## config.mk

```make
export PLATFORM = sky130hd
export DESIGN_NAME = clock_mode_ctrl
export DESIGN_NICKNAME = d
export VERILOG_FILES = /design/src/rtl/clock_mode_ctrl.sv
export SDC_FILE = /design/constraint.sdc
export NUM_CORES = 1
export LEC_CHECK = 0
export ABC_CLOCK_PERIOD_IN_PS = 5100
export CORE_ASPECT_RATIO = 0.7
export CORE_MARGIN = 8
export CORE_UTILIZATION = 50
export DETAILED_ROUTE_END_ITERATION = 16
export PLACE_DENSITY = 0.67
export SYNTH_ARGS = -nofsm -noshare
export SYNTH_HDL_FRONTEND = slang
export SYNTH_SLANG_ARGS = --single-unit
```

## constraint.sdc

```tcl
create_clock -name clk_in -period 5.1 [get_ports clk_in]
set_clock_uncertainty 0.1 [all_clocks]
set_input_delay 0.765 -clock clk_in [delete_from_list [all_inputs] [get_ports clk_in]]
set_output_delay 0.765 -clock clk_in [all_outputs]
set_load 0.01 [all_outputs]
```

## src/rtl/clock_mode_ctrl.sv

```systemverilog
// Mode and time-base controller for the digital clock: derives counter increment
// pulses from the 1 Hz divider clock and runs the button-driven time-setting FSM.
module clock_mode_ctrl #(
    parameter int DEBOUNCE_CYCLES = 500_000,
    parameter int HOLD_TICKS      = 2,
    parameter int TIMEOUT_TICKS   = 30
) (
    input  logic       clk_in,
    input  logic       reset,
    input  logic       div_clk,
    input  logic       btn_mode,
    input  logic       btn_inc,
    input  logic       sec_at_max,
    input  logic       min_at_max,
    output logic       sec_inc,
    output logic       min_inc,
    output logic       hr_inc,
    output logic       sec_clr,
    output logic [1:0] mode,
    output logic       blink_hr,
    output logic       blink_min
);

    localparam int DB_W   = (DEBOUNCE_CYCLES > 1) ? $clog2(DEBOUNCE_CYCLES) : 1;
    localparam int HOLD_W = (HOLD_TICKS > 0) ? $clog2(HOLD_TICKS + 1) : 1;
    localparam int IDLE_W = (TIMEOUT_TICKS > 1) ? $clog2(TIMEOUT_TICKS) : 1;

    localparam logic [DB_W-1:0]   DB_LAST   = DB_W'(DEBOUNCE_CYCLES - 1);
    localparam logic [HOLD_W-1:0] HOLD_MAX  = HOLD_W'(HOLD_TICKS);
    localparam logic [IDLE_W-1:0] IDLE_LAST = IDLE_W'(TIMEOUT_TICKS - 1);

    typedef enum logic [1:0] {
        ST_RUN     = 2'b00,
        ST_SET_HR  = 2'b01,
        ST_SET_MIN = 2'b10
    } state_t;

    state_t state;
    state_t state_next;

    // ---------------------------------------------------------------- tick
    logic div_d1;
    logic div_d2;
    logic tick;

    // NOTE: every clocked process uses non-blocking assignments so all registers
    // update together from values sampled at the same edge.
    always_ff @(posedge clk_in) begin
        if (reset) begin
            div_d1 <= 1'b0;
            div_d2 <= 1'b0;
        end else begin
            div_d1 <= div_clk;
            div_d2 <= div_d1;
        end
    end

    assign tick = div_d1 & ~div_d2;

    // ------------------------------------------------------- button paths
    // Index 0 is the mode button, index 1 the increment button.
    logic [1:0]      btn_raw;
    logic [1:0]      sync1;
    logic [1:0]      sync2;
    logic [1:0]      level;
    logic [1:0]      level_q;
    logic [1:0]      press;
    logic [DB_W-1:0] db_cnt [2];

    assign btn_raw = {btn_inc, btn_mode};

    always_ff @(posedge clk_in) begin
        for (int i = 0; i < 2; i++) begin
            if (reset) begin
                sync1[i]   <= 1'b0;
                sync2[i]   <= 1'b0;
                level[i]   <= 1'b0;
                level_q[i] <= 1'b0;
                db_cnt[i]  <= '0;
            end else begin
                sync1[i]   <= btn_raw[i];
                sync2[i]   <= sync1[i];
                level_q[i] <= level[i];
                // Any sample that agrees with the accepted level restarts the count.
                if (sync2[i] == level[i]) begin
                    db_cnt[i] <= '0;
                end else if (db_cnt[i] == DB_LAST) begin
                    level[i]  <= sync2[i];
                    db_cnt[i] <= '0;
                end else begin
                    db_cnt[i] <= db_cnt[i] + 1'b1;
                end
            end
        end
    end

    assign press = level & ~level_q;

    logic mode_press;
    logic inc_press;
    logic inc_level;

    assign mode_press = press[0];
    assign inc_press  = press[1];
    assign inc_level  = level[1];

    // -------------------------------------------------- next-state logic
    logic [HOLD_W-1:0] hold_cnt;
    logic [HOLD_W-1:0] hold_next;
    logic [IDLE_W-1:0] idle_cnt;
    logic [IDLE_W-1:0] idle_next;
    logic              rpt;
    logic              inc_evt;
    logic              timeout;
    logic              sec_inc_next;
    logic              min_inc_next;
    logic              hr_inc_next;
    logic              sec_clr_next;

    // NOTE: every signal gets a default before the case statement, so no path
    // leaves a value unassigned and no latch is inferred.
    always_comb begin
        state_next   = state;
        sec_inc_next = 1'b0;
        min_inc_next = 1'b0;
        hr_inc_next  = 1'b0;
        sec_clr_next = 1'b0;
        rpt          = 1'b0;
        inc_evt      = 1'b0;
        timeout      = 1'b0;

        case (state)
            ST_RUN: begin
                if (tick) begin
                    sec_inc_next = 1'b1;
                    min_inc_next = sec_at_max;
                    hr_inc_next  = sec_at_max & min_at_max;
                end
                if (mode_press) begin
                    state_next = ST_SET_HR;
                end
            end
            ST_SET_HR, ST_SET_MIN: begin
                rpt     = tick & inc_level & (hold_cnt == HOLD_MAX);
                inc_evt = inc_press | rpt;
                timeout = tick & ~inc_evt & (idle_cnt == IDLE_LAST);
                // Priority: timeout, then mode change, then the increment.
                if (timeout) begin
                    state_next   = ST_RUN;
                    sec_clr_next = 1'b1;
                end else if (mode_press) begin
                    if (state == ST_SET_HR) begin
                        state_next = ST_SET_MIN;
                    end else begin
                        state_next   = ST_RUN;
                        sec_clr_next = 1'b1;
                    end
                end else if (inc_evt) begin
                    if (state == ST_SET_HR) begin
                        hr_inc_next = 1'b1;
                    end else begin
                        min_inc_next = 1'b1;
                    end
                end
            end
            default: begin
                state_next = ST_RUN;
            end
        endcase
    end

    always_comb begin
        hold_next = hold_cnt;
        idle_next = idle_cnt;
        if ((state == ST_RUN) || (state_next != state)) begin
            hold_next = '0;
            idle_next = '0;
        end else begin
            if (!inc_level) begin
                hold_next = '0;
            end else if (tick && (hold_cnt != HOLD_MAX)) begin
                hold_next = hold_cnt + 1'b1;
            end
            if (inc_evt) begin
                idle_next = '0;
            end else if (tick) begin
                idle_next = idle_cnt + 1'b1;
            end
        end
    end

    // ------------------------------------------------ registered outputs
    always_ff @(posedge clk_in) begin
        if (reset) begin
            state    <= ST_RUN;
            hold_cnt <= '0;
            idle_cnt <= '0;
            sec_inc  <= 1'b0;
            min_inc  <= 1'b0;
            hr_inc   <= 1'b0;
            sec_clr  <= 1'b0;
        end else begin
            state    <= state_next;
            hold_cnt <= hold_next;
            idle_cnt <= idle_next;
            sec_inc  <= sec_inc_next;
            min_inc  <= min_inc_next;
            hr_inc   <= hr_inc_next;
            sec_clr  <= sec_clr_next;
        end
    end

    assign mode      = state;
    assign blink_hr  = (state == ST_SET_HR) & ~div_clk;
    assign blink_min = (state == ST_SET_MIN) & ~div_clk;

endmodule

```

Yosys cells after proc, flatten, opt, wreduce, memory -nomap -nowiden --
Memory sizes are Yosys's and may differ from the RTL's. Index checks and enable logic that the tools add are counted.
Cells by class: bitwise logic cells 25, div/mod/pow operators 0, shifts and indexed selects 0, order comparisons 0, $add $sub $neg 4, reduce and logical (&&, ||, !) cells 10, multiplexer cells 51, $mul 0, equal/unequal tests 10
Operators by type and width (number):
- $mux W19 | 6
- $add A19 B1 Y19 const B | 2
- $eq A19 B19 Y1 const B | 2
- $mux W1 | 38
- $and A1 B1 Y1 | 8
- $mux W2 | 4
- $not A1 Y1 | 8
- $or A1 B1 Y1 | 7
- $reduce_or A2 Y1 | 3
- $reduce_or A3 Y1 | 2
- $add A5 B1 Y5 const B | 1
- $eq A5 B5 Y1 const B | 1
- $eq A2 B2 Y1 const B | 2
- $pmux W1 S2 | 2
- $pmux W2 S2 | 1
- $reduce_and A2 Y1 | 2
- $add A2 B1 Y2 const B | 1
- $and A2 B2 Y2 | 1
- $eq A1 B1 Y1 | 2
- $eq A2 B1 Y1 const B | 1
- $logic_not A2 Y1 | 1
- $ne A2 B2 Y1 | 1
- $ne A2 B2 Y1 const B | 1
- $not A2 Y2 | 1
- other kinds (2) | 2
Storage, ports and cells: memories kept 1, output and inout bits 8, ROM bits 0, input port bits 7, bits in writable memories 38, bits in latches 0, register bits after elaboration 23
Memory list:
- db_cnt | words 2, width 19, rd ports 2, clocked after Yosys merged registers in 0, wr ports 2, RTL line 68 | logic [DB_W-1:0] db_cnt [2];

Depth between registers and ports, before layout --
Gate-level depths: netlist (run 1).
depth in word-level cells 13, depth in mapped cells 8

Least setup slack after synthesis (run 1) --
No wires, ideal clock.
path kind flip-flop to flip-flop, from memory db_cnt[0][0] (netlist name), to memory db_cnt[0][12] (netlist name) (data pin), period minus slack after synthesis 2.046 ns, data required time 4.862 ns, path buffers 2, arrival 1.808 ns, path slack 3.054 ns, cell stages (with the launch flop) 9, path through edfxtp_1 > ha_1 > and4_1 > and4_1 > and3_1 > or2_1 > buf_2 > buf_2 > nor2_1
RTL lines (RTL line):
- from (decl) | 68

Final worst setup path (run 1) --
from register state[1], in the netlist mode[1], to output blink_hr
Between the ends: longest elaborated chain between the ends 2
Ends and longest elaborated chain:
- from (decl) | RTL line 38 | state_t state;
- from (signal assigned) | RTL line 203 | state <= state_next;
- $eq A2 B1 Y1
- $and A1 B1 Y1 | RTL line 214 | assign blink_hr = (state == ST_SET_HR) & ~div_clk;
- to (decl) | RTL line 20 | output logic blink_hr,
Every way passes these cells.

==> results of run 1 <==
## metrics by stage
step,setup slack [ns],total power (uW),hold WS [ns]
after floorplan,3.05,591,0.314
after global placement,2.38,604,0.332
after detailed placement,2.35,605,0.332
after CTS,2.29,1040,0.338
after global routing,2.18,1070,0.341
final,2.30,1030,0.331
## critical path, stage by stage (launching register included)
cell and delay [ns]:
dfxtp_1 0.38, inv_1 0.17, ha_1 0.33, nor2b_1 0.17, clkdlybuf4s50_1 0.55
## cell usage after synthesis (2+ instances only)
cell type / n / area, um^2
nand2b_1: 3 / 18.8
and4_1: 6 / 52.6
xor2_1: 26 / 228
mux2i_1: 2 / 20.0
nor3_1: 10 / 50.1
nor4b_1: 3 / 26.3
inv_1: 10 / 37.5
nor2_1: 51 / 191
nand4_1: 5 / 31.3
edfxtp_1: 38 / 1140
nand2_1: 22 / 82.6
nand3_1: 19 / 95.1
and3_1: 4 / 25.0
clkbuf_1: 5 / 18.8
nor4_1: 7 / 43.8
and2_1: 2 / 12.5
dfxtp_1: 23 / 460
nor3b_1: 2 / 15.0
o21ai_0: 3 / 15.0
or2_1: 3 / 18.8
ha_1: 9 / 113
buf_2: 3 / 15.0
xnor2_1: 15 / 131
nor2b_1: 14 / 87.6
## per-layer routing
metal	track usage	wire, um	up-vias
li1	-	-	1134
met1	0.172	2940	1022
met2	0.194	2370	32
met3	0.0548	233	8
met4	0.0617	74	0
met5	0	0	-
## how the worst min path moves through the flow
stage,startpoint,to,slack [ns],cells past startpoint
6_report,sync1[0],sync2[0],0.33,1
5_1_grt,sync1[0],sync2[0],0.34,1
4_1_cts,sync1[0],sync2[0],0.34,1
3_5_place_dp,sync1[0],sync2[0],0.33,1
3_3_place_gp,sync1[0],sync2[0],0.33,1
2_1_floorplan,sync1[0],sync2[0],0.31,1
## power breakdown
| group | leakage (uW) | total [uW] | internal (uW) | switching [uW] |
|---|---|---|---|---|
| logic | 0.000627 | 40.8 | 19.2 | 21.6 |
| clock network | 0.000104 | 433 | 250 | 183 |
| registers | 0.000579 | 555 | 540 | 15.0 |
## sequential cells by signal (all words and copies together) (netlist names)
name,flops
sec_clr,1
level,2
idle_cnt,5
hold_cnt,2
db_cnt,38
div_d2,1
level_q,2
div_d1,1
sec_inc,1
mode,2
min_inc,1
hr_inc,1
sync1,2
sync2,2
## logic make-up (layout without fill, tap and decap cells)
family / after synthesis / after routing / share of synthesized area
buf+inv: 19 / 41 / 0.0263
compound gates: 13 / 13 / 0.0430
other cells: 1 / 38 / 0.00119
fa+ha+maj: 9 / 9 / 0.0358
mux: 2 / 2 / 0.00637
flops: 61 / 61 / 0.510
simple gates: 159 / 159 / 0.264
xor+xnor: 41 / 41 / 0.114
## layout by cell type, fill, tap and decap left out, types with 2 or more instances in the layout
cell / synthesis / routed
and2_1: 2 / 2
and3_1: 4 / 4
and4_1: 6 / 6
clkbuf_8: 0 / 11
clkdlybuf4s50_1: 0 / 14
conb_1: 1 / 38
dfxtp_1: 23 / 23
edfxtp_1: 38 / 38
ha_1: 9 / 9
inv_1: 10 / 10
mux2i_1: 2 / 2
nand2_1: 22 / 22
nand2b_1: 3 / 3
nand3_1: 19 / 19
nand4_1: 5 / 5
nor2_1: 51 / 51
nor2b_1: 14 / 14
nor3_1: 10 / 10
nor3b_1: 2 / 2
nor4_1: 7 / 7
nor4b_1: 3 / 3
o21ai_0: 3 / 3
or2_1: 3 / 3
xnor2_1: 15 / 15
xor2_1: 26 / 26
## cell type report
| type | count | area [um^2] |
|---|---|---|
| Inverter | 10 | 37.5 |
| Clock buffer | 12 | 155 |
| Clock inverter | 4 | 45.0 |
| Tap cell | 78 | 97.6 |
| Timing Repair Buffer | 15 | 148 |
| Sequential cell | 61 | 1600 |
| Fill cell | 552 | 2470 |
| Multi-Input combinational cell | 262 | 1600 |
==> impl_metrics.json, run 1 <==
{
  "synthCells": 305,
  "wirelength_um": 5610,
  "cts_buffer_depth": 2,
  "die_w_um": 111,
  "antenna_found_initial": 0,
  "arrival_ns": 1.94,
  "routabilityCongestion": 0.804,
  "firstDrtPassIters": 4,
  "clock.fmax_ghz": 0.357,
  "cts_setup_buffers": 0,
  "vdd_drop_max_v": 0.000123,
  "post_drt_wl_per_cell_um": 12.7,
  "final_util": 0.598,
  "synth_async_sr_flop_share": 0,
  "rsz0062_at_grt": "no",
  "dr_total_vias": 2196,
  "via_per_inst": 4.97,
  "port_buffers": 14,
  "cts_buffers": 9,
  "rr_endpoint": "db_cnt[0][14]",
  "regToRegSetupSlack_ns": 2.76,
  "power.leakage_uw": 0.00131,
  "tightest_slew_ns": 0.634,
  "status": "completed",
  "drive_gt1_frac": 0.0632,
  "synthFlopType": "edfxtp_1",
  "yosysWarnings": 0,
  "min_period_ns": 2.80,
  "syn_area_um2": 3140,
  "critPathRequiredTime_ns": 4.24,
  "synth-seq-cells": 61,
  "setup_tns_ns": 0,
  "die_h_um": 82.3,
  "ant_nets": 0,
  "critPathLaunch": "mode[1]",
  "finish.instance_area_um2": 3680,
  "clock-root-buffer": "clkbuf_8",
  "timing.final.crit_share": 0.549,
  "grt_pass1_wl_um": 9740,
  "post_cts_resized": 0,
  "slew_headroom": 0.573,
  "cts_tree": "built",
  "path_clk_slew_ns": 0.07,
  "powerDensity_nw_per_um2": 279,
  "drc_errors": 0,
  "hpwl_um": 4000,
  "diodes": 0,
  "fp.coreArea_um2": 6160,
  "clk_latency_ns": 0.34,
  "r2r_start": "db_cnt[0][0]",
  "fin_cells": 442,
  "crit_path_end_kind": "primary output",
  "drt_iter0_drc": 88,
  "ys_seq_area_frac": 0.510,
  "cts.sinks": 61,
  "place_area_um2": 3480,
  "hold_viol": 0,
  "worstPathMaxFanout": 7,
  "fp-row-count": 24,
  "grt_usage": 0.134,
  "area_growth_pct": 17.2,
  "grt_max_degree": 21,
  "start_util": 0.511,
  "cap_violations": 0,
  "hold_buffers": 0,
  "slew_violations": 0,
  "syn_area_per_cell_um2": 10.3,
  "synth-edff-count": 38,
  "placed_cells": 426,
  "worstSetupStartpointType": "flop",
  "pin_count": 15,
  "grt-ovfl-total": 0,
  "grt_pass1_vias": 2114,
  "synth_cell_types": 44,
  "nNetsFinal": 375,
  "holdCritPathClass": "reg2reg",
  "endpoint": "blink_hr",
  "dieArea_um2": 9120,
  "htreeDepth": 3,
  "setup_viol": 0,
  "rr_worst_depth": 6,
  "crit_type": "reg2out"
}
Note: power is estimated with default switching activity, not from simulation.
==> inputs of run 2 (changes only) <==
--- a/config.mk
+++ b/config.mk
@@ -5,12 +5,12 @@
 export SDC_FILE = /design/constraint.sdc
 export NUM_CORES = 1
 export LEC_CHECK = 0
-export ABC_CLOCK_PERIOD_IN_PS = 5100
+export ABC_CLOCK_PERIOD_IN_PS = 2300
 export CORE_ASPECT_RATIO = 0.7
 export CORE_MARGIN = 8
 export CORE_UTILIZATION = 50
 export DETAILED_ROUTE_END_ITERATION = 16
-export PLACE_DENSITY = 0.67
+export PLACE_DENSITY = 0.7
 export SYNTH_ARGS = -nofsm -noshare
 export SYNTH_HDL_FRONTEND = slang
 export SYNTH_SLANG_ARGS = --single-unit
==> constraint.sdc (replaced) <==
create_clock -name clk_in -period 2.3 [get_ports clk_in]
set_clock_uncertainty 0.1 [all_clocks]
set_input_delay 0.345 -clock clk_in [delete_from_list [all_inputs] [get_ports clk_in]]
set_output_delay 0.345 -clock clk_in [all_outputs]
set_load 0.01 [all_outputs]
==> impl_metrics.json, run 2 (synthesis results as in run 1) <==
{
  "hpwl_um": 4080,
  "die_w_um": 111,
  "clk_latency_ns": 0.34,
  "clock.fmax_ghz": 0.454,
  "diodes": 0,
  "cts_setup_buffers": 0,
  "pin_count": 15,
  "status": "completed",
  "power.share.switching": 0.207,
  "die_h_um": 82.3,
  "final_common_cell": "nor2_1",
  "rsz0062_at_grt": "no",
  "area_growth_pct": 19.5,
  "grt_pass1_vias": 2121,
  "nNetsFinal": 377,
  "tightest_slew_ns": 0.664,
  "arrival_ns": 1.76,
  "p_int_uw": 1910,
  "wirelength_um": 5750,
  "cap_violations": 0,
  "path_clk_slew_ns": 0.07,
  "timing.final.crit_share": 0.957,
  "post_drt_wl_per_cell_um": 13.0,
  "power_switching_uw": 498,
  "slew_headroom": 0.556,
  "vdd_drop_max_v": 0.000399,
  "ant_nets": 0,
  "worstSetupStartpointType": "flop",
  "p_clk_frac": 0.450,
  "critPathRequiredTime_ns": 1.86,
  "fp.coreArea_um2": 6160,
  "slew_violations": 0,
  "port_buffers": 14,
  "cts.sinks": 61,
  "hold_viol": 0,
  "largest_register": "db_cnt",
  "largest_reg_flops": 38,
  "min_period_ns": 2.20,
  "cts_buffer_depth": 2,
  "power.leakage_uw": 0.00134,
  "pwr-share-seq": 0.511,
  "holdWs_ns": 0.350,
  "grt_max_degree": 18,
  "routabilityCongestion": 0.861,
  "worstPathMaxFanout": 7,
  "via_per_inst": 5.01,
  "top_regs": "db_cnt (38), idle_cnt (5)",
  "crit_path_end_kind": "primary output",
  "htreeDepth": 3,
  "grt-ovfl-total": 0,
  "dr_total_vias": 2226,
  "drt_iter0_drc": 139,
  "powerDensity_nw_per_um2": 641,
  "grt_usage": 0.134,
  "combPwrFrac": 0.039,
  "setup_viol": 0,
  "antenna_found_initial": 0,
  "layout_common_cells": "nor2_1, edfxtp_1, conb_1, xor2_1, nand2_1",
  "cts_buffers": 9,
  "final_util": 0.610,
  "grt_pass1_wl_um": 9860,
  "crit_type": "reg2out",
  "cts_tree": "built",
  "start_util": 0.511,
  "drive_gt1_frac": 0.0847,
  "firstDrtPassIters": 4,
  "clock-root-buffer": "clkbuf_8",
  "dieArea_um2": 9120,
  "holdCritPathClass": "reg2reg",
  "setup_tns_ns": 0,
  "drc_errors": 0,
  "fp-row-count": 24
}
run 2: metrics by stage:
step / area (um^2) / instances / worst slack (ns) / total power [uW]
5_1_grt: 3750 / 444 / 0.00131 / 2500
4_1_cts: 3750 / 444 / 0.0494 / 2430
3_3_place_gp: 3510 / 428 / 0.0996 / 1340
3_5_place_dp: 3510 / 428 / 0.0135 / 1340
2_1_floorplan: 3280 / 342 / 0.254 / 1310
6_report: 3750 / 444 / 0.0986 / 2410
run 2: path summary, 6_finish.rpt:
check / from / to / slack [ns] / depth (start not counted)
hold reg to reg: sync1[0] / sync2[0] / 0.35 / 1
setup / recovery: mode[1] / blink_hr / 0.1 / 4
setup reg to reg: mode[1] / idle_cnt[4] / 0.19 / 6
hold / removal: sync1[0] / sync2[0] / 0.35 / 1
run 2: worst max-delay path, cell delays in order (launching register included):
cell,delay [ns]
dfxtp_2,0.35
inv_1,0.17
ha_4,0.21
nor2b_1,0.13
clkdlybuf4s50_1,0.55
run 2: what timing repair did:
action,CTS,global route
pin swaps,0,1
hold buffers,0,0
setup endpoints to repair,3,13
resized for setup,3,4
run 2: power by group through the flow:
stage	registers, uW	logic [uW]	clock network [uW]
CTS	1230	92.1	1110
global route	1230	107	1160
floorplan	1240	66.3	0
finish	1230	93.6	1080
detailed placement	1250	90.8	0
global placement	1250	90.9	0
run 2: area by class of cell:
class / count / area [um^2]
multi-input combinational: 262 / 1620
fill: 497 / 2400
clock inverter: 4 / 70.1
sequential: 61 / 1600
tap: 78 / 97.6
inverter: 10 / 37.5
timing repair buffer: 17 / 175
clock buffer: 12 / 155
run 2: routing by layer:
layer  global-route usage  vias up  wire (um)
li1                     -     1144          -
met5                    0        -          0
met1                0.162     1040       2880
met3               0.0498        9        230
met4               0.0617        0         82
met2                0.212       33       2560
==> inputs of run 3 (changes only) <==
--- a/config.mk
+++ b/config.mk
@@ -5,12 +5,12 @@
 export SDC_FILE = /design/constraint.sdc
 export NUM_CORES = 1
 export LEC_CHECK = 0
-export ABC_CLOCK_PERIOD_IN_PS = 2300
 export CORE_ASPECT_RATIO = 0.7
 export CORE_MARGIN = 8
 export CORE_UTILIZATION = 50
 export DETAILED_ROUTE_END_ITERATION = 16
 export PLACE_DENSITY = 0.7
+export RECOVER_POWER = 100
 export SYNTH_ARGS = -nofsm -noshare
 export SYNTH_HDL_FRONTEND = slang
 export SYNTH_SLANG_ARGS = --single-unit
==> impl_metrics.json, run 3 (synthesis results as in run 1) <==
{
  "clk_latency_ns": 0.34,
  "start_util": 0.511,
  "cts_buffer_depth": 2,
  "cts_setup_buffers": 0,
  "layout_common_cells": "nor2_1, edfxtp_1, conb_1, xor2_1, nand2_1",
  "timing.final.crit_share": 0.959,
  "clock.fmax_ghz": 0.453,
  "dr_total_vias": 2206,
  "critPathRequiredTime_ns": 1.86,
  "diodes": 0,
  "regToRegSetupSlack_ns": 0.18,
  "grt-ovfl-total": 0,
  "die_h_um": 82.3,
  "htreeDepth": 3,
  "power.leakage_uw": 0.00135,
  "antenna_found_initial": 0,
  "crit_path_end_kind": "primary output",
  "slew_headroom": 0.530,
  "largest_reg_flops": 38,
  "cap_violations": 0,
  "crit_type": "reg2out",
  "setup_tns_ns": 0,
  "grt_max_degree": 18,
  "holdCritPathClass": "reg2reg",
  "post_drt_wl_per_cell_um": 13.1,
  "cts_tree": "built",
  "pin_count": 15,
  "nNetsFinal": 377,
  "largest_register": "db_cnt",
  "drt_iter0_drc": 133,
  "drc_errors": 0,
  "drive_gt1_frac": 0.0765,
  "worstPathMaxFanout": 7,
  "arrival_ns": 1.76,
  "hpwl_um": 4080,
  "dieArea_um2": 9120,
  "fin_cells": 444,
  "path_clk_slew_ns": 0.07,
  "grt_pass1_vias": 2121,
  "vdd_drop_max_v": 0.000399,
  "grt_usage": 0.134,
  "hold_viol": 0,
  "min_period_ns": 2.21,
  "wirelength_um": 5800,
  "setup_viol": 0,
  "fp.coreArea_um2": 6160,
  "placed_cells": 428,
  "hold_buffers": 0,
  "firstDrtPassIters": 4,
  "rsz0062_at_grt": "no",
  "via_per_inst": 4.97,
  "worstSetupStartpointType": "flop",
  "cts_buffers": 9,
  "status": "completed",
  "top_regs": "db_cnt (38), idle_cnt (5)",
  "cts.sinks": 61,
  "clock-root-buffer": "clkbuf_8",
  "ant_nets": 0,
  "powerDensity_nw_per_um2": 643,
  "final_common_cell": "nor2_1",
  "tightest_slew_ns": 0.705,
  "routabilityCongestion": 0.861,
  "area_growth_pct": 19.0,
  "grt_pass1_wl_um": 9860,
  "fp-row-count": 24,
  "port_buffers": 14,
  "slew_violations": 0,
  "die_w_um": 111
}
## run 3: changes by cell type in the layout (fill, tap and decap cells not counted), sizes merged
cell | previous run | this run
buf | 3 | 1
clkbuf | 12 | 14
clkdlybuf4s50 | 14 | 7
dlygate4sd3 | 0 | 7
## run 3: routing by layer
layer	track usage	vias up	part of all wire	routed length (um)
li1	-	1145	-	-
met1	0.162	1018	0.50	2920
met2	0.212	34	0.44	2550
met3	0.0498	9	0.040	234
met4	0.0617	0	0.015	85
met5	0	-	0	0
## run 3: cell type report
type,instances,area [um^2]
Fill cell,502,2410
Multi-Input combinational cell,262,1610
Sequential cell,61,1600
Timing Repair Buffer,17,168
Clock buffer,12,155
Tap cell,78,97.6
Clock inverter,4,70.1
Inverter,10,37.5
## run 3: power by group
| part | total [uW] | internal (uW) | switching (uW) |
|---|---|---|---|
| registers | 1230 | 1200 | 32.8 |
| clock network | 1090 | 666 | 420 |
| logic | 91.6 | 42.9 | 48.7 |
| total | 2410 | 1910 | 502 |
## run 3: stage by stage
stage / hold slack, ns / instance area [um^2] / util / total power [uW] / setup WS, ns
2_1_floorplan: 0.314 / 3280 / - / 1310 / 0.254
3_3_place_gp: 0.340 / 3510 / 0.570 / 1340 / 0.0996
3_5_place_dp: 0.337 / 3510 / 0.570 / 1340 / 0.0135
4_1_cts: 0.360 / 3750 / 0.609 / 2430 / 0.0494
5_1_grt: 0.369 / 3740 / 0.608 / 2500 / 0.00273
6_report: 0.348 / 3740 / 0.608 / 2410 / 0.0943
## run 3: repair_timing
action | 4_1_cts | 5_1_grt
pin swaps | 0 | 1
gates resized for setup | 3 | 4
endpoints found under the setup margin | 3 | 13
## run 3: final timing paths
check / start / to / cells past startpoint
hold reg to reg: sync1[0] / sync2[0] / 1
setup / recovery: mode[1] / blink_hr / 4
setup reg to reg: mode[1] / idle_cnt[4] / 6
hold / removal: sync1[0] / sync2[0] / 1
## run 3: worst max-delay path: stages (launching register included)
cell and delay [ns]:
dfxtp_2 0.35, inv_1 0.17, ha_4 0.21, nor2b_1 0.13
clkdlybuf4s50_1 0.56
